`src/rtl/synth_cfg_pkg.sv`:
```
// Shared synth configuration types and the loader's frame-protocol constants.
// Field order is MSB first, which is also the on-wire byte order of a payload.
package synth_cfg_pkg;

    localparam int unsigned N_OSCILLATORS = 2;
    localparam int unsigned ENVELOPE_LEN  = 2;
    localparam int unsigned FREQ_W        = 32;
    localparam int unsigned SHAPE_W       = 2;
    localparam int unsigned AMP_W         = 7;

    typedef enum logic [SHAPE_W-1:0] {
        SHAPE_SQUARE = 2'd0,
        SHAPE_SIN    = 2'd1,
        SHAPE_SAW    = 2'd2,
        SHAPE_TRI    = 2'd3
    } shape_e;

    typedef struct packed {
        logic [7:0] level;
        logic [7:0] rate;
    } env_stage_t;

    typedef struct packed {
        logic [FREQ_W-1:0]              freq;
        shape_e                         shape;
        logic [AMP_W-1:0]               amp;
        env_stage_t [ENVELOPE_LEN-1:0]  env;
    } wavegen_t;

    typedef struct packed {
        logic [7:0] volume;
        logic [7:0] reverb_mix;
        logic [2:0] looper_mode;
        logic [7:0] pan;
        logic [9:0] echo_delay;
    } globals_t;

    typedef struct packed {
        wavegen_t [N_OSCILLATORS-1:0] wave_gens;
        globals_t                     globals;
    } synth_t;

    typedef enum logic [7:0] {
        OPC_FULL    = 8'h01,
        OPC_WAVEGEN = 8'h02,
        OPC_GLOBALS = 8'h03
    } opcode_e;

    typedef enum logic [1:0] {
        ERR_CHECKSUM = 2'd0,
        ERR_OPCODE   = 2'd1,
        ERR_INDEX    = 2'd2,
        ERR_TIMEOUT  = 2'd3
    } err_code_e;

    localparam int unsigned ENV_STAGE_W = $bits(env_stage_t);
    localparam int unsigned GLOBALS_W   = $bits(globals_t);
    localparam int unsigned WAVEGEN_W   = $bits(wavegen_t);
    localparam int unsigned SYNTH_W     = $bits(synth_t);

    // Widths for arbitrary oscillator/envelope counts, matching the struct layout above.
    function automatic int unsigned wavegen_w(input int unsigned env_len);
        return FREQ_W + SHAPE_W + AMP_W + env_len * ENV_STAGE_W;
    endfunction

    function automatic int unsigned synth_w(input int unsigned n_osc, input int unsigned env_len);
        return n_osc * wavegen_w(env_len) + GLOBALS_W;
    endfunction

    function automatic int unsigned payload_bytes(input int unsigned w);
        return (w + 7) / 8;
    endfunction

endpackage

```
`src/rtl/frame_deser.sv`:
```
// Frame deserialiser: payload shift register, payload byte counter,
// running XOR checksum and inter-byte idle timeout.
module frame_deser #(
    parameter int unsigned DATA_W         = 8,
    parameter int unsigned CNT_W          = 1,
    parameter int unsigned TIMEOUT_CYCLES = 65536
) (
    input  logic              clk,
    input  logic              rst,
    input  logic              take,
    input  logic              start,
    input  logic              shift_en,
    input  logic              active,
    input  logic [7:0]        in_byte,
    output logic [DATA_W-1:0] data,
    output logic [CNT_W-1:0]  count,
    output logic [7:0]        xor_sum,
    output logic              timeout_c
);

    localparam int unsigned TO_W = $clog2(TIMEOUT_CYCLES);

    logic [TO_W-1:0] idle_cnt;

    // Leading pad bits fall off the top, so the low W bits are always the value.
    always_ff @(posedge clk) begin
        if (rst) begin
            data    <= '0;
            count   <= '0;
            xor_sum <= '0;
        end else if (take) begin
            if (start) begin
                data    <= '0;
                count   <= '0;
                xor_sum <= in_byte;
            end else begin
                xor_sum <= xor_sum ^ in_byte;
                if (shift_en) begin
                    data  <= {data[DATA_W-9:0], in_byte};
                    count <= count + CNT_W'(1);
                end
            end
        end
    end

    always_ff @(posedge clk) begin
        if (rst || !active || take) begin
            idle_cnt <= '0;
        end else begin
            idle_cnt <= idle_cnt + TO_W'(1);
        end
    end

    assign timeout_c = active && (idle_cnt == TO_W'(TIMEOUT_CYCLES - 1));

endmodule

```
`src/rtl/synth_frame_loader.sv`:
```
// Byte-stream loader: parses OPC/[IDX]/payload/CHK frames and atomically
// commits the addressed slice of the active synth configuration.
module synth_frame_loader
    import synth_cfg_pkg::*;
#(
    parameter int unsigned N_OSC          = N_OSCILLATORS,
    parameter int unsigned ENV_LEN        = ENVELOPE_LEN,
    parameter int unsigned TIMEOUT_CYCLES = 65536
) (
    input  logic                                 clk,
    input  logic                                 rst,
    input  logic [7:0]                           in_byte,
    input  logic                                 in_valid,
    output logic                                 in_ready,
    output logic [synth_w(N_OSC, ENV_LEN)-1:0]   synth_out,
    output logic                                 commit,
    output logic                                 err,
    output logic [1:0]                           err_code,
    output logic                                 busy
);

    localparam int unsigned WG_W      = wavegen_w(ENV_LEN);
    localparam int unsigned OUT_W     = synth_w(N_OSC, ENV_LEN);
    localparam int unsigned PB_FULL   = payload_bytes(OUT_W);
    localparam int unsigned PB_WG     = payload_bytes(WG_W);
    localparam int unsigned PB_GLB    = payload_bytes(GLOBALS_W);
    localparam int unsigned CNT_W     = $clog2(PB_FULL + 1);
    localparam int unsigned IDX_W     = (N_OSC > 1) ? $clog2(N_OSC) : 1;
    localparam int unsigned SHAPE_OFS = AMP_W + ENV_LEN * ENV_STAGE_W;

    typedef enum logic [2:0] {
        S_IDLE, S_IDX, S_PAYLOAD, S_CHECK, S_COMMIT
    } state_e;

    state_e             state, state_n;
    opcode_e            opc_q, opc_n;
    logic [IDX_W-1:0]   idx_q, idx_n;
    logic               commit_n, err_n;
    logic [1:0]         code_n;
    logic               take, timeout_c;
    logic [OUT_W-1:0]   data;
    logic [CNT_W-1:0]   count, pb_last;
    logic [7:0]         xor_sum;
    logic [OUT_W-1:0]   reset_val;

    // A byte landing in the timeout cycle is dropped.
    assign take = in_valid && in_ready && !timeout_c;

    frame_deser #(
        .DATA_W         (OUT_W),
        .CNT_W          (CNT_W),
        .TIMEOUT_CYCLES (TIMEOUT_CYCLES)
    ) u_deser (
        .clk       (clk),
        .rst       (rst),
        .take      (take),
        .start     (state == S_IDLE),
        .shift_en  (state == S_PAYLOAD),
        .active    (state inside {S_IDX, S_PAYLOAD, S_CHECK}),
        .in_byte   (in_byte),
        .data      (data),
        .count     (count),
        .xor_sum   (xor_sum),
        .timeout_c (timeout_c)
    );

    always_comb begin
        reset_val = '0;
        for (int i = 0; i < int'(N_OSC); i++) begin
            reset_val[int'(GLOBALS_W) + i * int'(WG_W) + int'(SHAPE_OFS) +: SHAPE_W] = SHAPE_SIN;
        end
    end

    always_comb begin
        pb_last = CNT_W'(PB_GLB - 1);
        case (opc_q)
            OPC_FULL:    pb_last = CNT_W'(PB_FULL - 1);
            OPC_WAVEGEN: pb_last = CNT_W'(PB_WG - 1);
            default:     ;
        endcase
    end

    always_ff @(posedge clk) begin
        if (rst) begin
            state <= S_IDLE;
            opc_q <= OPC_FULL;
            idx_q <= '0;
        end else begin
            state <= state_n;
            opc_q <= opc_n;
            idx_q <= idx_n;
        end
    end

    always_comb begin
        state_n  = state;
        opc_n    = opc_q;
        idx_n    = idx_q;
        commit_n = 1'b0;
        err_n    = 1'b0;
        code_n   = err_code;
        if (timeout_c) begin
            state_n = S_IDLE;
            err_n   = 1'b1;
            code_n  = ERR_TIMEOUT;
        end else begin
            case (state)
                S_IDLE: if (take) begin
                    case (in_byte)
                        OPC_FULL, OPC_GLOBALS: begin
                            opc_n   = opcode_e'(in_byte);
                            state_n = S_PAYLOAD;
                        end
                        OPC_WAVEGEN: begin
                            opc_n   = OPC_WAVEGEN;
                            state_n = S_IDX;
                        end
                        default: begin
                            err_n  = 1'b1;
                            code_n = ERR_OPCODE;
                        end
                    endcase
                end
                S_IDX: if (take) begin
                    if (in_byte >= 8'(N_OSC)) begin
                        err_n   = 1'b1;
                        code_n  = ERR_INDEX;
                        state_n = S_IDLE;
                    end else begin
                        idx_n   = IDX_W'(in_byte);
                        state_n = S_PAYLOAD;
                    end
                end
                S_PAYLOAD: if (take && count == pb_last) state_n = S_CHECK;
                S_CHECK: if (take) begin
                    if (in_byte == xor_sum) begin
                        state_n = S_COMMIT;
                    end else begin
                        err_n   = 1'b1;
                        code_n  = ERR_CHECKSUM;
                        state_n = S_IDLE;
                    end
                end
                S_COMMIT: begin
                    commit_n = 1'b1;
                    state_n  = S_IDLE;
                end
                default: state_n = S_IDLE;
            endcase
        end
    end

    // Only the addressed slice of synth_out is written, and only on commit.
    always_ff @(posedge clk) begin
        if (rst) begin
            synth_out <= reset_val;
            in_ready  <= 1'b1;
            commit    <= 1'b0;
            err       <= 1'b0;
            err_code  <= '0;
            busy      <= 1'b0;
        end else begin
            in_ready <= (state_n != S_COMMIT);
            commit   <= commit_n;
            err      <= err_n;
            err_code <= code_n;
            busy     <= (state_n != S_IDLE);
            if (commit_n) begin
                case (opc_q)
                    OPC_FULL:    synth_out <= data;
                    OPC_WAVEGEN: synth_out[int'(GLOBALS_W) + int'(idx_q) * int'(WG_W) +: WG_W] <= data[WG_W-1:0];
                    default:     synth_out[GLOBALS_W-1:0] <= data[GLOBALS_W-1:0];
                endcase
            end
        end
    end

endmodule

```
`config.mk`:
```
export PLATFORM = sky130hd
export DESIGN_NAME = synth_frame_loader
export DESIGN_NICKNAME = d
export VERILOG_FILES = /design/src/rtl/synth_cfg_pkg.sv /design/src/rtl/frame_deser.sv /design/src/rtl/synth_frame_loader.sv
export SDC_FILE = /design/constraint.sdc
export NUM_CORES = 1
export LEC_CHECK = 0
export CORE_ASPECT_RATIO = 0.6
export CORE_MARGIN = 1.5
export CORE_UTILIZATION = 55
export DETAILED_ROUTE_END_ITERATION = 6
export GPL_ROUTABILITY_DRIVEN = 0
export HOLD_SLACK_MARGIN = 0.12
export PLACE_DENSITY = 0.79
export SKIP_LAST_GASP = 1
export SLEW_MARGIN = 30
export SYNTH_ARGS = -nofsm -noshare
export SYNTH_HDL_FRONTEND = slang
export SYNTH_SLANG_ARGS = --single-unit
```
`constraint.sdc`:
```
create_clock -name clk -period 2.3 [get_ports clk]
set_input_delay 0.23 -clock clk [delete_from_list [all_inputs] [get_ports clk]]
set_output_delay 0.23 -clock clk [all_outputs]
set_load 0.01 [all_outputs]
```
Yosys cells after proc, flatten, opt, wreduce, memory -nomap -nowiden
Cells that the tools add are included.
{"block": "op_classes", "n_bitwise": 3, "mul": 1, "reduce_logical": 22, "shift": 2, "n_eq_ne": 19, "add_sub_neg": 4, "order_cmp": 1, "n_mux": 37}
{"cell": "183-bit two-way mux", "n": 2}
{"cell": "146-bit one-hot mux with 2 select lines", "n": 1}
{"cell": "183-bit bitwise mux", "n": 1}
{"cell": "73-bit by 33-bit variable shift with 183-bit output (first input constant)", "n": 1}
{"cell": "73-bit by 33-bit indexed part select with 183-bit output", "n": 1}
{"cell": "37-bit two-way mux", "n": 1}
{"cell": "9-bit negator with 33-bit output", "n": 1}
{"cell": "8-bit by 2-bit == test with 1-bit output (second input constant)", "n": 3}
{"cell": "3-bit two-way mux", "n": 6}
{"cell": "3-bit inequality test (second input constant)", "n": 6}
{"cell": "16-bit by 1-bit adder with 16-bit output (second input constant)", "n": 1}
{"cell": "16-bit == test (second input constant)", "n": 1}
{"cell": "8-bit by 1-bit == test with 1-bit output (second input constant)", "n": 2}
{"cell": "2-bit two-way mux", "n": 8}
{"cell": "8-bit one-hot mux with 2 select lines", "n": 1}
{"cell": "3-bit one-hot mux with 4 select lines", "n": 1}
{"cell": "5-bit two-way mux", "n": 2}
{"cell": "5-bit one-hot mux with 2 select lines", "n": 1}
{"cell": "6-bit by 8-bit adder with 9-bit output (first input constant)", "n": 1}
{"cell": "1-bit two-way mux", "n": 9}
{"cell": "8-bit == test", "n": 1}
{"cell": "8-bit by 2-bit greater-or-equal comparator with 1-bit output (second input constant)", "n": 1}
{"cell": "1-bit by 7-bit multiplier with 8-bit output (second input constant)", "n": 1}
{"cell": "8-bit two-way mux", "n": 1}
{"cell": "23 further kinds", "n": 35}
{"block": "word_totals", "input_bits": 11, "wordCells": 103, "output_inout_bits": 189, "reg_bits": 413}

Longest topological paths before layout
Gate-level depths: netlist of the first run.
{"block": "depth", "word_depth": 10, "depth_mapped": 8, "ltp_nobuf": 6}

Modules after synthesis
Synthesis of the first run repeated with hierarchy kept, for this count alone.
{"block": "hier_totals", "hier_cells": 1880, "area_unflattened_um2": 16372.0}
{"module": "synth_frame_loader", "area_each_um2": 8981.1, "seq_area_each_um2": 4023.9, "n_inst": 1, "cells_per_inst": 1112}
{"module": "frame_deser", "area_each_um2": 7390.8, "seq_area_each_um2": 4244.1, "n_inst": 1, "cells_per_inst": 768}

Worst setup path after synthesis of the first run
No wires, ideal clock.
{"block": "synth_path", "kind": "reg2reg", "from": "register u_deser.idle_cnt[0]", "to": "register u_deser.data[39]", "setup_time_ns": 0.117, "path_stages_with_launch": 9, "t_arrival_ns": 1.973, "path_buffers": 2, "period_less_slack_ns": 2.090, "setup_slack_ns": 0.210, "t_required_ns": 2.183, "cell_sequence": "dfxtp_1 ha_1 nand3_2 or4_4 o21ai_4 nor3_1 buf_6 buf_6 a22o_1"}
{"block": "synth_via", "elab_chain_cells": 5}
{"item": "start: declaration", "line_no": "frame_deser.sv:23", "source": "logic [TO_W-1:0] idle_cnt;"}
{"item": "start signal: assignment", "line_no": "frame_deser.sv:50", "source": "idle_cnt <= idle_cnt + TO_W'(1);"}
{"item": "16-bit == test", "line_no": "frame_deser.sv:54", "source": "assign timeout_c = active && (idle_cnt == TO_W'(TIMEOUT_CYCLES - 1));"}
{"item": "1-bit logical AND", "line_no": "frame_deser.sv:54"}
{"item": "1-bit zero test", "line_no": "synth_frame_loader.sv:47", "source": "assign take = in_valid && in_ready && !timeout_c;"}
{"item": "1-bit logical AND", "line_no": "synth_frame_loader.sv:47"}
{"item": "2-bit AND reduction (no line)"}
{"item": "end signal: assignment", "line_no": "frame_deser.sv:39", "source": "data <= {data[DATA_W-9:0], in_byte};"}
{"item": "end: declaration", "line_no": "frame_deser.sv:15", "source": "output logic [DATA_W-1:0] data,"}
No other way between the ends.
A chain may end at the register's enable or synchronous reset.

Final worst setup path of the first run
{"block": "layout_path", "from": "register u_deser.idle_cnt[0]", "to": "register u_deser.data[27]"}
Same word-level chain as after synthesis.

==> impl_metrics.ini, run 1 <==
[synthesis]
synth_top_family_by_area = compound AO/OA/AOI/OAI gates
netlist-cell-type-count = 52
yosysWarningCount = 0
synth_compound_gate_area_share = 0.238
syn-instance-count = 1671
synth-adder-area-share = 0.00160
yosys.area_share.xor_xnor = 0.0129
syn_area_mm2 = 0.0157
postSynthRegisterBits = 413
biggest_area_consumer_among_synthesized_cells = sky130_fd_sc_hd__dfxtp_1
post_synthesis_net_count = 1684
synth_simple_gate_area_share = 0.164
seq_area_frac_synth = 0.527
yosys-top-cells-area = sky130_fd_sc_hd__dfxtp_1 (53%), sky130_fd_sc_hd__a22o_1 (10%), sky130_fd_sc_hd__nor2_1 (4.6%)
synthMuxAreaShare = 0.00263
post_synth_top_area_share = 0.527
syn-mean-instance-area_um2 = 9.38

[layout]
layout.nets = 1823
area.growth.synth_to_final_pct = 23.9
post-route-util = 0.698
layout.cells.most_common_list = sky130_fd_sc_hd__dfxtp_1 (412), sky130_fd_sc_hd__clkdlybuf4s50_1 (198), sky130_fd_sc_hd__nor2_1 (189)
post_route_cells_drive_above_1_share = 0.0768
post-route-cell-area_mm2 = 0.0194
layout_commonest_cell = sky130_fd_sc_hd__dfxtp_1

[timing]
setup_viol_count_final = 0
slew_headroom = 0.590
maxSlewViolCount = 0
rsz0062_at_grt = yes
timing_hold_violations_final = 0
worst_clock_skew_ps = 17.1
worstMarginPinSlew_ps = 615
maxClockFrequency_mhz = 441
finalWorstPathRequiredPeriod_ps = 2270
final.period_utilization = 0.986
worst_setup_margin_ps = 32.6

[clock_tree]
cts-htree-levels = 2
clock_latency_ps = 540
cts.reportedPaths.clkPinSlew_ps = 70
clock-root-buffer = sky130_fd_sc_hd__clkbuf_16
cts_tree = built
cts_sinks = 413
num_cts_buffers = 36
max-clock-path-buffers = 3

[outcome]
violations_in_the_final_reports = DRC
run_status = complete, but fails checks

[placement]
port-buffer-count = 199
post-place-ws_ps = 102
dp_hpwl_um = 32500
placed_cell_area_mm2 = 0.0181

[grt]
groute.layer.met1.usage = 0.474
number_of_global_route_vias_before_repair = 12819
grt_overflow = 0
globalRoute.busiestLayer = met1
grt_start_max_net_pins = 127
antenna_violations_before_repair = 2
grt_pass1_wl_um = 75200
grt.total_usage = 0.322
use_met2 = 0.468
groute.layer.met3.usage = 0.0824

[power]
power_leakage_uw = 0.00683
vdd.ir_drop.worst_mv = 0.520
p_total_uw = 14000
power.density_cell_area_mw_per_mm2 = 721

[setup_path]
critPathKind = reg2reg
cp.buffers_inverters = 1
critPathCaptureType = flop
cp_data_arrival_time_ps = 2700
delay_of_the_slowest_cell_on_the_worst_path_ps = 580
crit_family = simple AND/OR/NAND/NOR gates
critical_path_required_ps = 2730
critical_path.max_fanout = 81
critical_path.cell_chain = ha_1, nand3_2, or4_4, o21ai_4, nor3_2, buf_12, a22o_1
critical_path.startpoint_type = flop
cpMaxStageDelayCell = sky130_fd_sc_hd__or4_4

[route]
route.antenna.remaining_nets = 0
drcViolationCount = 16
route.vias.total = 14041
first_pass_drt_iterations = 7
wire_per_inst_um = 22.2
detail_route.iter0.violations = 2021
wire_length_reported_by_the_detailed_router_um = 48900
avgViaCountPerCell = 6.37

[floorplanning]
die_w_um = 221
floorplan.core_area_mm2 = 0.0278
row_count = 47
die_ar_mm2 = 0.0296
initial_core_util = 0.564
die_height_um = 134
ioPinCount = 200

[run]
max_cap_viol_count = 0

[hold_path]
worst_hold_path_class = in2reg
==> Yosys cell counts, drive strengths merged <==
library cell	count
dfxtp	413
nand3	80
mux2	1
a211oi	72
nand2	176
a311oi	73
or4	1
a31o	6
nor3b	1
or3	4
and3	77
or2	2
nor4	4
nand4	9
o211ai	4
nor2b	3
xor2	17
nor3	3
o32a	1
o311a	3
and3b	1
o21a	1
inv	9
o2111ai	1
a211o	1
xnor2	6
and2	8
a22o	183
ha	2
and4	4
clkbuf	94
o21ai	14
nand3b	1
o31a	1
o32ai	2
a21oi	121
buf	65
a21boi	2
a31oi	2
nor2	192
o22ai	1
or3b	1
mux2i	3
o211a	6
==> power by group <==
part           total, uW  switching (uW)  internal (uW)
clock               6540            2750           3790
combinational        289             187            102
sequential          7170            13.9           7160
total              14000            2950          11100
==> sequential cells by signal, indices dropped and copies added (netlist names), 2 cells and up <==
register / flops
state: 3
u_deser.idle_cnt: 16
err_code: 2
u_deser.count: 5
opc_q: 8
u_deser.data: 183
synth_out: 183
u_deser.xor_sum: 8
==> per-stage QoR <==
step	cells	hold WS, ps	TNS (ps)
after floorplan	1671	363	0
after global placement	2136	443	0
after detailed placement	2136	446	0
after CTS	2202	447	0
after global routing	2204	477	-2360
final	2205	450	0
==> metal layers <==
layer  up-vias  part of all wire  routed length (um)
met1      6666              0.43               20800
li1       6362                 -                   -
met4         0             0.019                 939
met3        81              0.13                6180
met2       932              0.43               20900
met5         -                 0                   0
==> final timing paths <==
path                                  start                              end  slack, ps  cells past startpoint
max          u_deser.idle_cnt[0]$_SDFF_PP0_    u_deser.data[27]$_SDFFE_PP0P_         30                      7
max reg2reg  u_deser.idle_cnt[0]$_SDFF_PP0_    u_deser.data[27]$_SDFFE_PP0P_         30                      7
min                              in_byte[3]  u_deser.xor_sum[3]$_SDFFE_PP0P_        450                      2
min reg2reg       synth_out[3]$_SDFFE_PP0P_        synth_out[3]$_SDFFE_PP0P_        460                      2
==> what timing repair did <==
action | CTS | global route
setup buffers | 0 | 2
hold buffers | 1 | 0
resized for setup | 1 | 1
pin swaps | 0 | 2
endpoints found under the hold margin | 13 | 0
endpoints found under the setup margin | 1 | 153
==> layout make-up <==
| class | count | area, um2 |
|---|---|---|
| Multi-Input combinational cell | 1090 | 6640 |
| Sequential cell | 413 | 8270 |
| Clock inverter | 15 | 210 |
| Antenna cell | 1 | 2.50 |
| Clock buffer | 50 | 1050 |
| Fill cell | 2114 | 8390 |
| Tap cell | 367 | 459 |
| Timing Repair Buffer | 260 | 2760 |
| Inverter | 9 | 33.8 |
==> logic make-up after synthesis <==
logic type	after synthesis
AOI/OAI and AO/OA	494
xor gates and xnor gates	23
adders and majority gates	2
buffers and inverters	168
DFF	413
muxes	4
and+or+nand+nor	567
(Power assumes the default switching activity.)
==> run 2: changes to the inputs <==
Settings changed: SKIP_LAST_GASP 1 to unset, SLEW_MARGIN 30 to 20.
==> results of run 2 <==
The final DEF is identical to that of run 1; final timing and power are the same.
